===== src/rtl/axim_pkg.sv =====
// axim_pkg: FSM encodings, AXI response codes and response helper for the axim bridge.
package axim_pkg;
  typedef enum logic [2:0] {IDLE, WR, WB, RA, RR, DONE} state_t;
  localparam logic [1:0] RESP_OKAY = 2'b00;
  localparam logic [1:0] RESP_SLVERR = 2'b10;
  localparam logic [1:0] RESP_DECERR = 2'b11;
  function automatic logic resp_err(input logic [1:0] r);
    return r != RESP_OKAY;
  endfunction
endpackage


===== src/rtl/axim_if.sv =====
// axim_if: LSU request handshake plus the five AXI4-Lite channels as seen by the bridge.
interface axim_if #(parameter int AW = 32, parameter int DW = 32);
  logic hs_ls4axim_val, hs_axim4ls_rdy;
  logic [AW-1:0] i_adr;
  logic [DW-1:0] i_wdat;
  logic [3:0] i_wen;
  logic i_ren;
  logic [DW-1:0] o_rdat;
  logic o_err;
  logic [AW-1:0] o_awaddr;
  logic [2:0] o_awprot;
  logic o_awvalid, i_awready;
  logic [DW-1:0] o_wdata;
  logic [3:0] o_wstrb;
  logic o_wvalid, i_wready;
  logic [1:0] i_bresp;
  logic i_bvalid, o_bready;
  logic [AW-1:0] o_araddr;
  logic [2:0] o_arprot;
  logic o_arvalid, i_arready;
  logic [DW-1:0] i_rdata;
  logic [1:0] i_rresp;
  logic i_rvalid, o_rready;
  modport mst (
    input hs_ls4axim_val, i_adr, i_wdat, i_wen, i_ren, i_awready, i_wready, i_bresp, i_bvalid,
          i_arready, i_rdata, i_rresp, i_rvalid,
    output hs_axim4ls_rdy, o_rdat, o_err, o_awaddr, o_awprot, o_awvalid, o_wdata, o_wstrb,
           o_wvalid, o_bready, o_araddr, o_arprot, o_arvalid, o_rready
  );
  modport slv (
    output hs_ls4axim_val, i_adr, i_wdat, i_wen, i_ren, i_awready, i_wready, i_bresp, i_bvalid,
           i_arready, i_rdata, i_rresp, i_rvalid,
    input hs_axim4ls_rdy, o_rdat, o_err, o_awaddr, o_awprot, o_awvalid, o_wdata, o_wstrb,
          o_wvalid, o_bready, o_araddr, o_arprot, o_arvalid, o_rready
  );
endinterface


===== src/rtl/axim.sv =====
// axim: single-outstanding LSU-to-AXI4-Lite master; every output comes straight from a flop.
module axim #(parameter int AW = 32, parameter int DW = 32) (
  input logic clk,
  input logic rst_n,
  axim_if.mst bus
);
  import axim_pkg::*;
  state_t state, state_n;
  logic aw_done, w_done, aw_ok, w_ok, wr_go;
  logic [AW-1:0] adr;
  logic [DW-1:0] wdat;
  logic [3:0] wen;
  assign aw_ok = aw_done | (bus.o_awvalid & bus.i_awready);
  assign w_ok = w_done | (bus.o_wvalid & bus.i_wready);
  assign wr_go = state == IDLE && state_n == WR;
  assign bus.o_awaddr = adr;
  assign bus.o_araddr = adr;
  assign bus.o_wdata = wdat;
  assign bus.o_wstrb = wen;
  assign bus.o_awprot = 3'b000;
  assign bus.o_arprot = 3'b000;
  always_comb begin
    state_n = state;
    case (state)
      IDLE: if (bus.hs_ls4axim_val) state_n = |bus.i_wen ? WR : bus.i_ren ? RA : DONE;
      WR: if (aw_ok && w_ok) state_n = WB;
      WB: if (bus.i_bvalid) state_n = DONE;
      RA: if (bus.i_arready) state_n = RR;
      RR: if (bus.i_rvalid) state_n = DONE;
      default: state_n = IDLE;
    endcase
  end
  // Registered outputs are computed from the next state so they line up with it.
  always_ff @(posedge clk or negedge rst_n)
    if (!rst_n) begin
      state <= IDLE;
      adr <= '0;
      wdat <= '0;
      wen <= '0;
      aw_done <= 1'b0;
      w_done <= 1'b0;
      bus.o_awvalid <= 1'b0;
      bus.o_wvalid <= 1'b0;
      bus.o_bready <= 1'b0;
      bus.o_arvalid <= 1'b0;
      bus.o_rready <= 1'b0;
      bus.hs_axim4ls_rdy <= 1'b0;
      bus.o_err <= 1'b0;
      bus.o_rdat <= '0;
    end else begin
      state <= state_n;
      if (state == IDLE && bus.hs_ls4axim_val) begin
        adr <= bus.i_adr;
        wdat <= bus.i_wdat;
        wen <= bus.i_wen;
      end
      aw_done <= state == WR && aw_ok;
      w_done <= state == WR && w_ok;
      bus.o_awvalid <= wr_go | (bus.o_awvalid & ~bus.i_awready);
      bus.o_wvalid <= wr_go | (bus.o_wvalid & ~bus.i_wready);
      bus.o_bready <= state_n == WB;
      bus.o_arvalid <= state_n == RA;
      bus.o_rready <= state_n == RR;
      bus.hs_axim4ls_rdy <= state_n == DONE;
      bus.o_err <= state_n == DONE && (state == WB ? resp_err(bus.i_bresp) : state == RR && resp_err(bus.i_rresp));
      if (state == RR && bus.i_rvalid) bus.o_rdat <= bus.i_rdata;
    end
endmodule


===== src/flat_wrapper.sv =====
// flat-port wrapper written by rule: the top's interface ports become plain ports
module axim_flat import axim_pkg::*;
#(parameter int AW = 32, parameter int DW = 32)
  (clk, rst_n, bus_hs_ls4axim_val, bus_i_adr, bus_i_wdat, bus_i_wen, bus_i_ren, bus_i_awready, bus_i_wready, bus_i_bresp, bus_i_bvalid, bus_i_arready, bus_i_rdata, bus_i_rresp, bus_i_rvalid, bus_hs_axim4ls_rdy, bus_o_rdat, bus_o_err, bus_o_awaddr, bus_o_awprot, bus_o_awvalid, bus_o_wdata, bus_o_wstrb, bus_o_wvalid, bus_o_bready, bus_o_araddr, bus_o_arprot, bus_o_arvalid, bus_o_rready);
  axim_if #(.AW(AW), .DW(DW)) bus_i ();
  input logic clk;
  input logic rst_n;
  input wire logic [$bits(bus_i.hs_ls4axim_val)-1:0] bus_hs_ls4axim_val;
  input wire logic [$bits(bus_i.i_adr)-1:0] bus_i_adr;
  input wire logic [$bits(bus_i.i_wdat)-1:0] bus_i_wdat;
  input wire logic [$bits(bus_i.i_wen)-1:0] bus_i_wen;
  input wire logic [$bits(bus_i.i_ren)-1:0] bus_i_ren;
  input wire logic [$bits(bus_i.i_awready)-1:0] bus_i_awready;
  input wire logic [$bits(bus_i.i_wready)-1:0] bus_i_wready;
  input wire logic [$bits(bus_i.i_bresp)-1:0] bus_i_bresp;
  input wire logic [$bits(bus_i.i_bvalid)-1:0] bus_i_bvalid;
  input wire logic [$bits(bus_i.i_arready)-1:0] bus_i_arready;
  input wire logic [$bits(bus_i.i_rdata)-1:0] bus_i_rdata;
  input wire logic [$bits(bus_i.i_rresp)-1:0] bus_i_rresp;
  input wire logic [$bits(bus_i.i_rvalid)-1:0] bus_i_rvalid;
  output wire logic [$bits(bus_i.hs_axim4ls_rdy)-1:0] bus_hs_axim4ls_rdy;
  output wire logic [$bits(bus_i.o_rdat)-1:0] bus_o_rdat;
  output wire logic [$bits(bus_i.o_err)-1:0] bus_o_err;
  output wire logic [$bits(bus_i.o_awaddr)-1:0] bus_o_awaddr;
  output wire logic [$bits(bus_i.o_awprot)-1:0] bus_o_awprot;
  output wire logic [$bits(bus_i.o_awvalid)-1:0] bus_o_awvalid;
  output wire logic [$bits(bus_i.o_wdata)-1:0] bus_o_wdata;
  output wire logic [$bits(bus_i.o_wstrb)-1:0] bus_o_wstrb;
  output wire logic [$bits(bus_i.o_wvalid)-1:0] bus_o_wvalid;
  output wire logic [$bits(bus_i.o_bready)-1:0] bus_o_bready;
  output wire logic [$bits(bus_i.o_araddr)-1:0] bus_o_araddr;
  output wire logic [$bits(bus_i.o_arprot)-1:0] bus_o_arprot;
  output wire logic [$bits(bus_i.o_arvalid)-1:0] bus_o_arvalid;
  output wire logic [$bits(bus_i.o_rready)-1:0] bus_o_rready;
  assign bus_i.hs_ls4axim_val = bus_hs_ls4axim_val;
  assign bus_i.i_adr = bus_i_adr;
  assign bus_i.i_wdat = bus_i_wdat;
  assign bus_i.i_wen = bus_i_wen;
  assign bus_i.i_ren = bus_i_ren;
  assign bus_i.i_awready = bus_i_awready;
  assign bus_i.i_wready = bus_i_wready;
  assign bus_i.i_bresp = bus_i_bresp;
  assign bus_i.i_bvalid = bus_i_bvalid;
  assign bus_i.i_arready = bus_i_arready;
  assign bus_i.i_rdata = bus_i_rdata;
  assign bus_i.i_rresp = bus_i_rresp;
  assign bus_i.i_rvalid = bus_i_rvalid;
  assign bus_hs_axim4ls_rdy = bus_i.hs_axim4ls_rdy;
  assign bus_o_rdat = bus_i.o_rdat;
  assign bus_o_err = bus_i.o_err;
  assign bus_o_awaddr = bus_i.o_awaddr;
  assign bus_o_awprot = bus_i.o_awprot;
  assign bus_o_awvalid = bus_i.o_awvalid;
  assign bus_o_wdata = bus_i.o_wdata;
  assign bus_o_wstrb = bus_i.o_wstrb;
  assign bus_o_wvalid = bus_i.o_wvalid;
  assign bus_o_bready = bus_i.o_bready;
  assign bus_o_araddr = bus_i.o_araddr;
  assign bus_o_arprot = bus_i.o_arprot;
  assign bus_o_arvalid = bus_i.o_arvalid;
  assign bus_o_rready = bus_i.o_rready;
  axim #(.AW(AW), .DW(DW)) u_core (.clk(clk), .rst_n(rst_n), .bus(bus_i));
endmodule

===== config.mk =====
export PLATFORM = sky130hd
export DESIGN_NAME = axim_flat
export DESIGN_NICKNAME = d
export VERILOG_FILES = /design/src/rtl/axim_pkg.sv /design/src/rtl/axim_if.sv /design/src/rtl/axim.sv /design/src/flat_wrapper.sv
export SDC_FILE = /design/constraint.sdc
export NUM_CORES = 1
export LEC_CHECK = 0
export ABC_AREA = 0
export BUFFER_PORTS_ARGS = -buffer_cell sky130_fd_sc_hd__buf_4
export CAP_MARGIN = 20
export CORE_MARGIN = 1
export CORE_UTILIZATION = 48
export DETAILED_ROUTE_END_ITERATION = 6
export PLACE_DENSITY_LB_ADDON = 0.2
export SYNTH_ARGS = -nofsm -noshare
export SYNTH_HDL_FRONTEND = slang
export SYNTH_SLANG_ARGS = --single-unit

===== constraint.sdc =====
create_clock -name clk -period 3.2 [get_ports clk]
set_input_delay 0.16 -clock clk [delete_from_list [all_inputs] [get_ports clk]]
set_output_delay 0.16 -clock clk [all_outputs]
set_load 0.01 [all_outputs]

; After elaboration in Yosys (flattened, before gate mapping)
; Index checks and enable logic that the tools add are counted.
[word_totals]
register_bits = 112
input_bits = 113
out_inout_bits = 145
elab_cells = 54
[classes]
eq_ne = 9
muxes = 9
bitwise = 10
reduce_logical = 12
[op_table]
columns = operator, n
row1 = two-way mux 3 bit, 7
row2 = case mux 3 bit (5 select lines), 1
row3 = == test 3 x 2 -> 1 bit (second input constant), 4
row4 = == test 3 bit (second input constant), 3
row5 = logical AND 1 bit, 8
row6 = == test 3 x 1 -> 1 bit (second input constant), 2
row7 = AND 1 bit, 4
row8 = bitwise OR 1 bit, 4
row9 = nonzero test 2 bit, 2
row10 = OR reduction 4 bit, 1
row11 = zero test 3 bit, 1
row12 = inverter 1 bit, 2
row13 = two-way mux 1 bit, 1

; Depth between registers and ports, before layout
; Gate-level depths: netlist of run 1.
[logic_depth]
word_depth = 8
mapped_depth = 6
mapped_depth_nobuf = 4

; Least setup slack after synthesis of run 1
; No wires, ideal clock.
[synth_timing]
kind = flip-flop to flip-flop
startpoint = register u_core.state[1]
endpoint = register u_core.adr[10] (netlist: u_core.bus.o_araddr[10])
t_arrival_ns = 1.537
slack_ns = 1.535
stages_incl_launch_ff = 6
cell_sequence = dfrtp_1 -> buf_2 -> nor4b_4 -> buf_4 -> buf_4 -> mux2_1
[synth_via]
elab_chain_cells = 2
[synth_rtl]
columns = item, line_no
row1 = from (decl), axim.sv:8  ; state_t state, state_n;
row2 = from (signal assigned), axim.sv:51  ; state <= state_n;
row3 = zero test 3 bit, axim.sv:52  ; if (state == IDLE && bus.hs_ls4axim_val) begin
row4 = logical AND 1 bit, axim.sv:52
row5 = to (signal assigned), axim.sv:53  ; adr <= bus.i_adr;
row6 = to (decl), axim.sv:10  ; logic [AW-1:0] adr;
; Every way passes these cells.
; A chain may end at the register's enable or synchronous reset.

; Final worst setup path of run 1
[layout_timing]
startpoint = register u_core.state[0]
endpoint = register u_core.wdat[4] (netlist: u_core.bus.o_wdata[4])
[layout_via]
elab_chain_cells = 2
[layout_rtl]
columns = item, line_no
row1 = zero test 3 bit, axim.sv:52
row2 = logical AND 1 bit, axim.sv:52
row3 = to (signal assigned), axim.sv:54  ; wdat <= bus.i_wdat;
row4 = to (decl), axim.sv:11  ; logic [DW-1:0] wdat;
; Every way passes these cells.

==> flow_summary.yaml, run 1 <==
outcome:
  outcome: "finished clean"
routing:
  via_per_inst: 4.72
  wirelength_mm: 10.6
  ant_nets: 0
  drc: 0
  wire_per_inst_um: 15.7
  route.vias.total: 3189
  first_iter_violations: 62
  first_pass_iters: 4
logic_synthesis:
  syn_area_mm2: 0.00457
  ys_seq_area_share_pct: 61.3
  synthCells: 309
  synth_top_area_share_pct: 61.3
  avgSynthCellArea_um2: 14.8
  synth_edf_count: 0
  ys_seq_elements: 112
  ys_async_sr_fraction_pct: 100
  synthTopCellsByArea: "dfrtp_1 61%, mux2_2 20%, buf_4 7.2%, mux2_1 5.2%, buf_2 0.88%"
  yosysTopAreaCell: "dfrtp_1"
  ys_types: 26
  yosys_warnings: 0
  synth_ff_type: "dfrtp_1"
clocking:
  cts_num_sinks: 112
  clockRootBuffer: "clkbuf_8"
  cts_setup_buffers: 0
  clk_pin_slew_ns: 0.11
  cts_tree: "built"
  ctsHoldBuffers: 9
  cts_resized: 0
  htree_levels: 3
  max-clock-path-buffers: 2
  clock_latency_ns: 0.36
  cts_inserted_buffers: 9
sta:
  tightest_slew_ns: 0.916
  finalMaxSlewViolations: 0
  relSlewSlack_pct: 39.0
  max_freq_mhz: 488
  rsz0062_at_grt: "no"
  finClkSkew_ns: 0.0155
  setup_tns_ns: 0
  hold_viol_final: 0
  holdWs_ns: 0.0169
  setup_viol: 0
  period_minus_slack_ns: 2.05
  fin_crit_sh_pct: 64.0
floorplan:
  core-area_mm2: 0.00924
  io-pin-count: 258
  num_rows: 35
  start_util_pct: 49.5
  die_x_um: 99.6
  dieHeight_um: 99.6
  die_area_mm2: 0.00992
placed_design:
  gp_congestion: 0.888
  dp_cells: 647
  hpwl_mm: 7.94
  io_buffers: 251
layout:
  final_nets: 655
  final_util_pct: 72.0
  stdcell_count: 676
  area_delta_synth_final_pct: 45.5
  layout_common_cells: "256 x buf_4, 112 x dfrtp_1, 80 x mux2_2, 21 x mux2_1, 13 x dlygate4sd3_1"
  drive_above_1_share_pct: 64.7
  antenna_cells: 0
  final_common_cell: "buf_4"
setup_path:
  crit_end: "u_core.bus.o_wdata[4]"
  r2r_slack_ns: 1.15
  cp.arrival_ns: 2.29
  critical_path.max_fanout: 54
  critical_path_required_ns: 3.44
  reg2reg_depth: 3
  startpoint: "u_core.state[0]"
  critPathLaunchType: "register"
  endpoint_kind: "register"
  regToRegEndpoint: "u_core.bus.o_wdata[4]"
  worstSetupPathType: "register to register"
  r2r-start: "u_core.state[0]"
global_route:
  antenna_found_initial: 0
  overflow: 0
  grt_max_degree: 74
  grt_pass1_vias: 3277
  track_usage_pct: 21.4
  grt_pass1_wl_mm: 16.4
flow_run:
  maxCapViolCount: 0
power:
  ir_drop_uv: 484
  p_leak_nw: 3.31
  power_density_mw_per_mm2: 989
min_path:
  hp-class: "input port to register"
==> layout make-up <==
cell class | instances | area (µm²)
tap | 129 | 161
inverter | 9 | 33.8
fill | 651 | 2580
timing repair buffer | 269 | 2050
clock buffer | 11 | 141
clock inverter | 5 | 63.8
multi-input combinational | 141 | 1400
sequential | 112 | 2800
==> cell usage after synthesis (all sizes together) (2+ instances only) <==
| cell type | count |
|---|---|
| o21ai | 4 |
| a21oi | 2 |
| o22ai | 2 |
| a31oi | 2 |
| nor2b | 2 |
| nor4b | 2 |
| nand3 | 2 |
| mux2 | 101 |
| dfrtp | 112 |
| nor2 | 7 |
| inv | 9 |
| nor3 | 2 |
| buf | 52 |
==> per-layer routing <==
layer  part of all wire, %  routed length, µm  GRT usage, %  vias to the layer above
met1                    38               3990          24.9                     1556
met2                    54               5760          38.1                      130
li1                      -                  -             -                     1489
met3                   6.2                659          5.27                       14
met4                   1.6                170          7.92                        0
met5                     0                  0             0                        -
==> power breakdown <==
part | switching, mW | internal, mW | total (mW) | leakage, nW
registers | 0.467 | 2.11 | 2.57 | 1.37
logic | 1.31 | 1.84 | 3.15 | 1.84
clock network | 0.469 | 0.390 | 0.859 | 0.100
==> critical path, cell delays in order, from the launching register on <==
cell and delay (ns):
dfrtp_1 0.55, nor4b_4 0.36, buf_4 0.60, mux2_2 0.41
==> through the flow <==
step	worst slack, ns	cell area [µm²]	power [mW]
global route	0.999	6660	6.97
global placement	1.22	6320	5.65
detailed placement	1.13	6320	5.77
floorplan	1.54	4590	4.33
CTS	1.13	6620	6.64
finish	1.15	6660	6.58
==> how the worst min path moves through the flow <==
stage	startpoint	to	slack [ns]	cells after the start
3_5_place_dp	rst_n	u_core.bus.o_araddr[0]	0.35	1
5_1_grt	bus_i_adr[29]	u_core.bus.o_araddr[29]	0.003	2
2_1_floorplan	rst_n	u_core.aw_done	-0.14	0
6_report	bus_i_adr[12]	u_core.bus.o_araddr[12]	0.02	2
4_1_cts	bus_i_adr[24]	u_core.bus.o_araddr[24]	0.0002	2
3_3_place_gp	rst_n	u_core.bus.o_araddr[1]	0.34	1
==> kinds of logic after synthesis <==
logic type | share of synthesized area, %
flip-flops | 61.3
multiplexers | 25.1
buffers and inverters | 8.84
AND/OR/NAND/NOR | 2.87
AO/OA/AOI/OAI | 1.83
other | 0.0820
==> sequential cells by signal (all words and copies together), names as in the netlist, 3 cells and up <==
name / cells
u_core.bus.o_rdat: 32
u_core.state: 3
u_core.bus.o_wstrb: 4
u_core.bus.o_araddr: 32
u_core.bus.o_wdata: 32
(Power assumes the default switching activity.)
==> inputs of run 2 (changes only) <==
CORE_ASPECT_RATIO = 1.1   (was unset)
CORE_UTILIZATION = 44   (was 48)
clock period = 2.1 ns   (was 3.2 ns; I/O delays follow)
==> run 2 against run 1 <==
  * Critical path depth stayed put
  * Clock power is 80% higher
  * Non-clock buffer count is 91 higher
  * Total power is 60% higher
  * Design area is 15% higher
  * Hold slack better by 0.093 ns
  * Utilization is 4.5 points higher
==> flow_summary.yaml, run 2 (same netlist as run 1, synthesis figures left out) <==
outcome:
  outcome: "finished clean"
power:
  power_frac_comb_pct: 47.8
  swShare_pct: 33.5
  finalPower_mw: 10.5
  clock_power_share_pct: 14.7
  p_leak_nw: 3.72
  p_sw_mw: 3.53
  power_density_mw_per_mm2: 1380
  seqPwrFrac_pct: 37.4
  ir_drop_uv: 760
  p_int_mw: 7.01
setup_path:
  critical_path_required_ns: 2.32
  critPathLaunchType: "register"
  reg2reg_depth: 3
  cp.arrival_ns: 2.09
  endpoint_kind: "register"
  critical_path.max_fanout: 11
  worstSetupPathType: "register to register"
routing:
  wire_per_inst_um: 16.2
  first_pass_iters: 4
  via_per_inst: 4.78
  ant_nets: 0
  route.vias.total: 3623
  wirelength_mm: 12.3
  drc: 0
  first_iter_violations: 113
sta:
  setup_viol: 0
  setup_tns_ns: 0
  finalMaxSlewViolations: 0
  max_freq_mhz: 535
  relSlewSlack_pct: 56.8
  setup_ws_ns: 0.229
  fin_crit_sh_pct: 89.1
  finClkSkew_ns: 0.00733
  period_minus_slack_ns: 1.87
  tightest_slew_ns: 0.647
  hold_viol_final: 0
  rsz0062_at_grt: "no"
  holdWs_ns: 0.110
floorplan:
  start_util_pct: 45.8
  num_rows: 38
  dieHeight_um: 109
  io-pin-count: 258
  die_x_um: 99.2
  core-area_mm2: 0.00998
  die_area_mm2: 0.0108
placed_design:
  io_buffers: 251
  place_ws_ns: 0.249
  gp_congestion: 0.747
  hpwl_mm: 7.84
  dp_cells: 638
global_route:
  overflow: 0
  grt_pass1_vias: 3828
  grt_max_degree: 63
  antenna_found_initial: 0
  grt_pass1_wl_mm: 19.3
  track_usage_pct: 23.5
flow_run:
  maxCapViolCount: 0
clocking:
  cts_inserted_buffers: 9
  clk_pin_slew_ns: 0.10
  cts_num_sinks: 112
  cts_tree: "built"
  htree_levels: 3
  clockRootBuffer: "clkbuf_8"
  clock_latency_ns: 0.36
  max-clock-path-buffers: 2
layout:
  final_nets: 746
  stdcell_count: 758
  area_delta_synth_final_pct: 67.1
  layout_common_cells: "253 x buf_4, 112 x dfrtp_1, 104 x dlygate4sd3_1, 80 x mux2_2, 21 x mux2_1"
  antenna_cells: 0
  drive_above_1_share_pct: 55.6
  final_common_cell: "buf_4"
min_path:
  hold_path_depth: 4
  hp-class: "input port to register"
-- run 2: worst max-delay path, cell delays in order (launching register included) --
cell	delay [ns]
dfrtp_1	0.64
mux2_1	0.39
a222oi_1	0.57
nor4b_2	0.12
-- run 2: per-stage QoR --
| step | util (%) | cell area, µm² |
|---|---|---|
| floorplan | - | 4590 |
| global placement | 63.6 | 6350 |
| detailed placement | 63.6 | 6350 |
| CTS | 76.5 | 7640 |
| global route | 76.5 | 7640 |
| finish | 76.5 | 7640 |
-- run 2: area by class of cell --
cell class                      instances  area [µm²]
Inverter                                9        33.8
Timing Repair Buffer                  360        3000
Tap cell                              120         150
Fill cell                             633        2340
Multi-Input combinational cell        141        1400
Clock buffer                           11         151
Sequential cell                       112        2800
Clock inverter                          5         103
-- run 2: worst paths after layout --
path	startpoint	endpoint	slack, ns
worst max-delay path	u_core.state[0]	u_core.bus.o_err	0.23
worst min-delay path	bus_hs_ls4axim_val	u_core.bus.o_wvalid	0.11
worst max register to register	u_core.state[0]	u_core.bus.o_err	0.23
worst min register to register	u_core.bus.o_wstrb[1]	u_core.bus.o_wstrb[1]	0.52
max in group asynchronous	rst_n	u_core.bus.o_araddr[6]	1.22
min in group asynchronous	rst_n	u_core.bus.o_rdat[8]	0.20
-- run 2: power groups by stage --
| stage | Combinational (mW) | Clock [mW] | Sequential, mW |
|---|---|---|---|
| after floorplan | 2.34 | 0 | 4.27 |
| after global placement | 4.77 | 0 | 3.88 |
| after detailed placement | 4.87 | 0 | 3.95 |
| after CTS | 5.03 | 1.60 | 3.91 |
| after global routing | 5.41 | 1.68 | 4.09 |
| final | 5.04 | 1.55 | 3.95 |
-- run 2: timing repair --
item,in CTS,in global routing
setup buffers,0,0
resized for setup,0,0
endpoints found under the hold margin,133,0
hold buffers,104,0
-- run 2: per-layer routing --
| layer | share of wire [%] | track usage [%] |
|---|---|---|
| met3 | 7.1 | 5.26 |
| met5 | 0 | 0 |
| met4 | 3.2 | 11.6 |
| met1 | 37 | 26.3 |
| met2 | 53 | 42.3 |
==> inputs of run 3 (changes only) <==
CORE_ASPECT_RATIO = unset   (was 1.1)
CORE_UTILIZATION = 48   (was 44)
clock period = 2.2 ns   (was 2.1 ns; I/O delays follow)
==> run 3 against run 2 <==
  * Total power decreased by 7.5%
  * Via count increased by 0.69%
  * Largest power group unchanged
  * Combinational power decreased by 4.6%
  * Largest cell class unchanged
  * Highest routed layer unchanged
  * Critical endpoint unchanged
  * Design area decreased by 1.2%
==> flow_summary.yaml, run 3 (same netlist as run 1, synthesis figures left out) <==
sta:
  setup_viol: 0
  tightest_slew_ns: 0.665
  max_freq_mhz: 527
  hold_viol_final: 0
  rsz0062_at_grt: "no"
  fin_crit_sh_pct: 86.2
  finClkSkew_ns: 0.0157
  setup_tns_ns: 0
  period_minus_slack_ns: 1.90
  finalMaxSlewViolations: 0
  relSlewSlack_pct: 55.7
global_route:
  overflow: 0
  track_usage_pct: 25.5
  antenna_found_initial: 0
  grt_pass1_vias: 3958
  grt_max_degree: 113
  grt_pass1_wl_mm: 19.4
clocking:
  max-clock-path-buffers: 2
  cts_tree: "built"
  cts_num_sinks: 112
  cts_setup_buffers: 0
  cts_resized: 0
  clock_latency_ns: 0.35
  cts_inserted_buffers: 9
  clk_pin_slew_ns: 0.11
  clockRootBuffer: "clkbuf_8"
  htree_levels: 3
floorplan:
  start_util_pct: 49.5
  die_x_um: 99.6
  io-pin-count: 258
  core-area_mm2: 0.00924
  die_area_mm2: 0.00992
  num_rows: 35
  dieHeight_um: 99.6
layout:
  fin_area_mm2: 0.00755
  drive_above_1_share_pct: 55.4
  area_delta_synth_final_pct: 65.1
  layout_common_cells: "252 x buf_4, 112 x dfrtp_1, 102 x dlygate4sd3_1, 80 x mux2_2, 21 x mux2_1"
  final_nets: 743
  final_common_cell: "buf_4"
  final_util_pct: 81.7
  antenna_cells: 0
outcome:
  outcome: "finished clean"
setup_path:
  cp.arrival_ns: 2.12
  critPathLaunchType: "register"
  r2r-start: "u_core.state[0]"
  regToRegEndpoint: "u_core.bus.o_err"
  endpoint_kind: "register"
  startpoint: "u_core.state[0]"
  worstSetupPathType: "register to register"
  critical_path_required_ns: 2.42
  critical_path.max_fanout: 11
  reg2reg_depth: 5
  r2r_slack_ns: 0.30
min_path:
  hp-class: "input port to register"
  holdPathEnd: "u_core.bus.o_wstrb[0]"
  hp-start: "bus_i_wen[0]"
  hold_path_depth: 2
placed_design:
  place_area_mm2: 0.00635
  gp_congestion: 0.793
  hpwl_mm: 7.63
  io_buffers: 251
power:
  power_frac_comb_pct: 49.3
  seqPwrFrac_pct: 38.8
  p_int_mw: 6.33
  ir_drop_uv: 770
  finalPower_mw: 9.75
  power_density_mw_per_mm2: 1290
  p_leak_nw: 3.68
  p_sw_mw: 3.41
  clock_power_share_pct: 11.8
  swShare_pct: 35.0
flow_run:
  maxCapViolCount: 0
routing:
  drc: 0
  first_pass_iters: 4
  ant_nets: 0
  first_iter_violations: 67
  route.vias.total: 3648
  wire_per_inst_um: 16.2
  wirelength_mm: 12.3
  via_per_inst: 4.77
## run 3: cell types whose count changed in the layout (fill, tap and decap cells not counted), sizes merged
cell,delta
inv,+3
clkinvlp,-1
clkbuf,+1
bufinv,-3
dlygate4sd3,-2
buf,-1
## run 3: power groups by stage
stage	Sequential (mW)	Clock, mW	Combinational (mW)
final	3.78	1.15	4.81
after global routing	3.92	1.27	5.13
after global placement	3.72	0	4.55
after detailed placement	3.78	0	4.64
after floorplan	4.07	0	2.23
after CTS	3.75	1.18	4.79
## run 3: layer usage
metal / wire length [µm] / vias up / global-route usage [%] / share of wire (%)
met2: 6770 / 160 / 47.6 / 55
li1: - / 1668 / - / -
met5: 0 / - / 0 / 0
met3: 694 / 37 / 5.69 / 5.6
met4: 425 / 0 / 12.1 / 3.4
met1: 4460 / 1783 / 27.2 / 36
## run 3: through the flow
step           hold slack (ns)  setup WS [ns]  cells
2_1_floorplan           -0.186          0.535    314
3_3_place_gp             0.235          0.414    646
3_5_place_dp             0.240          0.372    646
4_1_cts                0.00234          0.349    763
5_1_grt                0.00527          0.135    764
6_report                0.0177          0.304    764
## run 3: worst max-delay path: stages (launching register included)
cell and delay (ns):
dfrtp_1 0.65, nor4b_4 0.12, buf_4 0.21, and2_1 0.16, a222oi_1 0.52, nor4b_2 0.12
## run 3: what timing repair did
item | CTS | global route
setup endpoints to repair | 0 | 0
endpoints found under the hold margin | 212 | 1
hold buffers | 101 | 1
## run 3: worst max path at each step
stage,slack (ns),endpoint,cells past startpoint
after floorplan,0.54,u_core.bus.o_araddr[10],5
after global placement,0.41,u_core.bus.o_err,5
after detailed placement,0.37,u_core.bus.o_err,5
after CTS,0.35,u_core.bus.o_err,5
after global routing,0.13,u_core.bus.o_rready,5
final,0.30,u_core.bus.o_err,5
## run 3: area by class of cell
cell class                      count  area [µm²]
Timing Repair Buffer              357        2970
Multi-Input combinational cell    141        1400
Sequential cell                   112        2800
Clock inverter                      4        35.0
Inverter                            9        33.8
Clock buffer                       12         145
Tap cell                          129         161
Fill cell                         481        1690
